--- src/rtl/hsv_core_commit_arbiter.sv ---
// rtl/hsv_core_commit_arbiter.sv - round-robin commit port arbiter with one-entry output stage
module hsv_core_commit_arbiter #(
    parameter int NUM_SRC = 4,
    parameter int SRC_W   = 2,
    parameter int CNT_W   = 32
) (
    input  logic                         clk_core,
    input  logic                         rst_core,
    input  logic                         flush,
    input  logic [NUM_SRC-1:0]           in_valid,
    output logic [NUM_SRC-1:0]           in_ready,
    input  logic [NUM_SRC-1:0][63:0]     in_data,
    output logic                         out_valid,
    input  logic                         out_ready,
    output logic [63:0]                  out_data,
    output logic [SRC_W-1:0]             out_src,
    output logic [CNT_W-1:0]             commit_count
);

    logic                 r_out_valid;
    logic [63:0]          r_out_data;
    logic [SRC_W-1:0]     r_out_src;
    logic [CNT_W-1:0]     r_commit_count;
    logic [SRC_W-1:0]     r_rr_ptr;

    logic                 w_can_load;
    logic                 w_found;
    logic [SRC_W-1:0]     w_winner;
    logic [SRC_W-1:0]     w_cand;
    logic [SRC_W-1:0]     w_rr_next;
    logic                 w_in_hs;
    logic                 w_out_hs;

    // Reset gates the grant path so nothing is accepted while rst_core is high.
    assign w_can_load = ~rst_core & ~flush & (~r_out_valid | out_ready);
    assign w_out_hs   = r_out_valid & out_ready;
    assign w_in_hs    = w_can_load & w_found;

    always_comb begin
        w_found  = 1'b0;
        w_winner = '0;
        w_cand   = '0;
        for (int k = 0; k < NUM_SRC; k++) begin
            w_cand = SRC_W'((int'(r_rr_ptr) + k) % NUM_SRC);
            if (!w_found && in_valid[w_cand]) begin
                w_found  = 1'b1;
                w_winner = w_cand;
            end
        end
    end

    always_comb begin
        in_ready = '0;
        for (int i = 0; i < NUM_SRC; i++) begin
            in_ready[i] = w_in_hs & (w_winner == SRC_W'(i)) & in_valid[i];
        end
    end

    assign w_rr_next = (int'(w_winner) == NUM_SRC - 1) ? '0 : w_winner + SRC_W'(1);

    always_ff @(posedge clk_core) begin
        if (rst_core) begin
            r_out_valid    <= 1'b0;
            r_out_data     <= '0;
            r_out_src      <= '0;
            r_commit_count <= '0;
            r_rr_ptr       <= '0;
        end else begin
            if (w_out_hs) begin
                r_commit_count <= r_commit_count + CNT_W'(1);
            end
            if (w_in_hs) begin
                r_out_data  <= in_data[w_winner];
                r_out_src   <= w_winner;
                r_out_valid <= 1'b1;
                r_rr_ptr    <= w_rr_next;
            end else if (w_out_hs || flush) begin
                r_out_valid <= 1'b0;
            end
        end
    end

    assign out_valid    = r_out_valid;
    assign out_data     = r_out_data;
    assign out_src      = r_out_src;
    assign commit_count = r_commit_count;

endmodule

--- config.mk ---
export PLATFORM = sky130hd
export DESIGN_NAME = hsv_core_commit_arbiter
export DESIGN_NICKNAME = d
export VERILOG_FILES = /design/src/rtl/hsv_core_commit_arbiter.sv
export SDC_FILE = /design/constraint.sdc
export NUM_CORES = 1
export LEC_CHECK = 0
export BUFFER_PORTS_ARGS = -buffer_cell sky130_fd_sc_hd__buf_2
export CORE_AREA = 2 2 142 144
export CTS_CLUSTER_DIAMETER = 100
export CTS_CLUSTER_SIZE = 10
export DETAILED_ROUTE_END_ITERATION = 8
export DIE_AREA = 0 0 144 146
export PLACE_DENSITY_LB_ADDON = 0.3
export SLEW_MARGIN = 20
export SYNTH_ARGS = -nofsm -noshare
export SYNTH_HDL_FRONTEND = slang
export SYNTH_SLANG_ARGS = --single-unit
--- constraint.sdc ---
create_clock -name clk_core -period 3.3 [get_ports clk_core]
set_input_delay 0.66 -clock clk_core [delete_from_list [all_inputs] [get_ports clk_core]]
set_output_delay 0.66 -clock clk_core [all_outputs]
set_load 0.005 [all_outputs]
==> results.md <==
- Area growth, synth to finish: 40.6%
- Number of clock sinks seen by CTS: 101
- Final cell count without fillers: 1321
- Clock skew after layout: 0.00755 ns
- Data required time at the worst endpoint: 2.64 ns
- Total power consumption of the routed design: 0.00329 W
- Post-CTS Resized: 0
- Kind of critical path: primary input to output pin
- Source of the critical timing path: in_valid[0]
- Total of max-cap violations: 0
- Worst endpoint data arrival time: 2.31 ns
- Sequential element share of the synthesized area: 0.344
- Total track usage: 0.201
- Standard-cell rows: 51
- Placer Congestion: 0.823
- Gate Count Post-Synth: 721
- Main area contributors after synthesis: sky130_fd_sc_hd__dfxtp_1, sky130_fd_sc_hd__mux2i_1, sky130_fd_sc_hd__and3_1, sky130_fd_sc_hd__o211ai_1, sky130_fd_sc_hd__a211oi_1
- Clk root buf: sky130_fd_sc_hd__clkbuf_16
- Source of the worst register-to-register timing path: r_rr_ptr[0]$_SDFFE_PP0N_
- Post-layout nets: 1316
- Post-synthesis cell type with the largest combined area: sky130_fd_sc_hd__dfxtp_1
- Count of endpoints failing setup in the final report: 0
- CP Max Fanout: 5
- Vert. Die Dim: 146 µm
- Primary flip-flop cell chosen by synthesis mapping: sky130_fd_sc_hd__dfxtp_1
- Clk Latency, worst-skew pair: 0.35 ns
- Drt total wl: 22300 µm
- Clock slew at the register clock pins of the worst setup and hold paths: 0.08 ns
- Sum Neg Setup Slack: 0 ns
- Hold crit path type: register to register
- Final max-slew violation count: 0
- Average size of a mapped cell: 8.16 µm²
- Fraction of final layout cells with drive strength greater than 1: 0.389
- Maximum vdd drop: 0.275 mV
- Design Area, Final: 8270 µm²
- Count of unresolved DRC violations after routing: 0
- Final design utilization: 0.428
- Maximum number of pins on one net before global-route repair: 59
- Ports: 367
- Commonest cells post-synth: sky130_fd_sc_hd__dfxtp_1, sky130_fd_sc_hd__and3_1, sky130_fd_sc_hd__mux2i_1
- Warnings, synthesis: 0
- Distinct cell type count after synthesis: 44
- Avg WL per Cell: 16.9 µm
- Overall die area: 21000 µm²
- Remaining antenna violation count after routing: 0
- Number of hold-slack violations in the final timing report: 0
- Origin of the worst min-delay path: out_src[0]$_SDFFE_PP0N_
- Final Critical Period: 2.97 ns
- RSZ-0062 raised after global routing: false
- Sum of net half-perimeters after detailed placement: 16800 µm
- Cts bufs inserted: 9
- Worst-margin pin slew: 1.01 ns
- Post-synthesis instance area: 5890 µm²
- Type of element launching the critical path: primary input
- Starting density of the core: 0.304
- Worst slew margin relative to its limit: 0.327
- LEAKAGE: 3.85 nW
- Drt first pass iters: 5
- Vias in the first global route: 6236
- Maximum level of the CTS H-tree: 3
- Fraction of post-synthesis cell area in the top cell type by area: 0.344
- Avg Vias per Cell: 4.98
- Peak Freq: 336 MHz
- Global-route wire length before repair: 33200 µm
- TritonCTS clock tree: built
- Critical path capture point type: output pin
- Number of buffers inserted by post-CTS setup repair: 0
- Power density over the cells: 397 nW/µm²
- Hold bufs inserted after CTS: 0
- Quantity of I/O buffers inserted on ports: 366
- Proportion of register bits with asynchronous set or reset after synthesis: 0
- Deepest clock path buffer count: 2
- Total overflow reported by the global router: 0
- Status: complete, no violations
- Post-route clock period utilization: 0.901
- Cell Count Post-Placement: 1304
- EDFF count, synth: 0
- Iteration-0 DRC Markers: 253
- Post-DP Area: 7960 µm²
- Overall die width: 144 µm
- Core box area: 19300 µm²
- Flip-flop and latch count after synthesis: 101
- Initial antenna violation count: 2
- Syn Nets: 987
- Most common cell in the synthesized netlist: sky130_fd_sc_hd__dfxtp_1
- Total via count after detailed routing: 6578
[sequential cells by signal, indices dropped and copies added, names as in the netlist]
register / flops
commit_count: 32
out_data: 64
out_src: 2
out_valid: 1
r_rr_ptr: 2
[routing by layer]
metal	vias up	routed length, µm	part of all wire	GRT usage
li1	3308	-	-	-
met1	2951	9360	0.42	0.242
met2	280	10600	0.48	0.346
met3	37	1610	0.072	0.0418
met4	2	699	0.031	0.0838
met5	-	12	0.00054	0
[power breakdown]
group          leakage (nW)  total, W  switching (W)  internal [W]
Sequential            0.827   0.00136      0.0000507       0.00131
Combinational          2.87  0.000800       0.000407      0.000393
Clock                 0.150   0.00112       0.000522      0.000603
[critical path: stages]
cell and delay (ns):
sky130_fd_sc_hd__buf_2 0.13, sky130_fd_sc_hd__nor2b_1 0.15, sky130_fd_sc_hd__or4_2 0.78, sky130_fd_sc_hd__nand2_4 0.16
sky130_fd_sc_hd__ha_1 0.15, sky130_fd_sc_hd__and3_1 0.16, sky130_fd_sc_hd__buf_2 0.12
[cells by family (layout without fill, tap and decap cells)]
kind of cell,Yosys count,in the layout,share of synthesized area
AO/OA/AOI/OAI,193,193,0.216
flip-flops,101,101,0.344
AND/OR/NAND/NOR,270,270,0.242
multiplexers,66,66,0.112
other,0,1,0
XOR/XNOR,21,21,0.0312
buffers and inverters,68,402,0.0508
adder cells (fa/ha/maj),2,2,0.00425
[placed cells by master (no fill, tap or decap), types with 2 or more instances in the layout]
| master | count |
|---|---|
| sky130_fd_sc_hd__o211ai_1 | 36 |
| sky130_fd_sc_hd__o21ai_0 | 11 |
| sky130_fd_sc_hd__buf_4 | 12 |
| sky130_fd_sc_hd__o22ai_1 | 27 |
| sky130_fd_sc_hd__nand3_1 | 9 |
| sky130_fd_sc_hd__o21ai_1 | 34 |
| sky130_fd_sc_hd__and4_1 | 3 |
| sky130_fd_sc_hd__or4_1 | 2 |
| sky130_fd_sc_hd__nor4_1 | 4 |
| sky130_fd_sc_hd__a21boi_0 | 26 |
| sky130_fd_sc_hd__xnor2_1 | 11 |
| sky130_fd_sc_hd__a21oi_1 | 14 |
| sky130_fd_sc_hd__nor3_1 | 5 |
| sky130_fd_sc_hd__nand2_1 | 61 |
| sky130_fd_sc_hd__nor2_1 | 59 |
| sky130_fd_sc_hd__mux2i_1 | 65 |
| sky130_fd_sc_hd__xor2_1 | 10 |
| sky130_fd_sc_hd__buf_2 | 366 |
| sky130_fd_sc_hd__clkbuf_16 | 9 |
| sky130_fd_sc_hd__buf_12 | 2 |
| sky130_fd_sc_hd__inv_1 | 5 |
| sky130_fd_sc_hd__a21boi_1 | 10 |
| sky130_fd_sc_hd__nand4_1 | 4 |
| sky130_fd_sc_hd__or3_1 | 36 |
| sky130_fd_sc_hd__ha_1 | 2 |
| sky130_fd_sc_hd__nor2b_1 | 6 |
| sky130_fd_sc_hd__inv_8 | 2 |
| sky130_fd_sc_hd__and3_1 | 68 |
| sky130_fd_sc_hd__or4_4 | 2 |
| sky130_fd_sc_hd__dfxtp_1 | 101 |
| sky130_fd_sc_hd__a211oi_1 | 31 |
[final cells by class]
| class | instances | area, µm² |
|---|---|---|
| diodes | 1 | 2.50 |
| clock buffers | 9 | 225 |
| clock inverters | 7 | 82.6 |
| fillers | 2006 | 11100 |
| inverters | 5 | 18.8 |
| multi-input cells | 552 | 3600 |
| flip-flops and latches | 101 | 2020 |
| well taps | 265 | 332 |
| repair buffers | 381 | 1990 |
[metrics by stage]
stage	worst slack (ns)	hold slack, ns
finish	0.328	0.463
global route	0.303	0.488
CTS	0.349	0.469
detailed placement	0.351	0.447
global placement	0.369	0.443
floorplan	0.434	0.453
[worst paths after layout]
check / to / slack (ns) / cells after the start
worst max-delay path: in_ready[3] / 0.33 / 7
worst min-delay path: out_src[0]$_SDFFE_PP0N_ / 0.46 / 2
worst max register to register: out_data[2]$_SDFFE_PP0N_ / 0.95 / 6
worst min register to register: out_src[0]$_SDFFE_PP0N_ / 0.46 / 2
No activity file was read; power rests on OpenSTA's default activity.
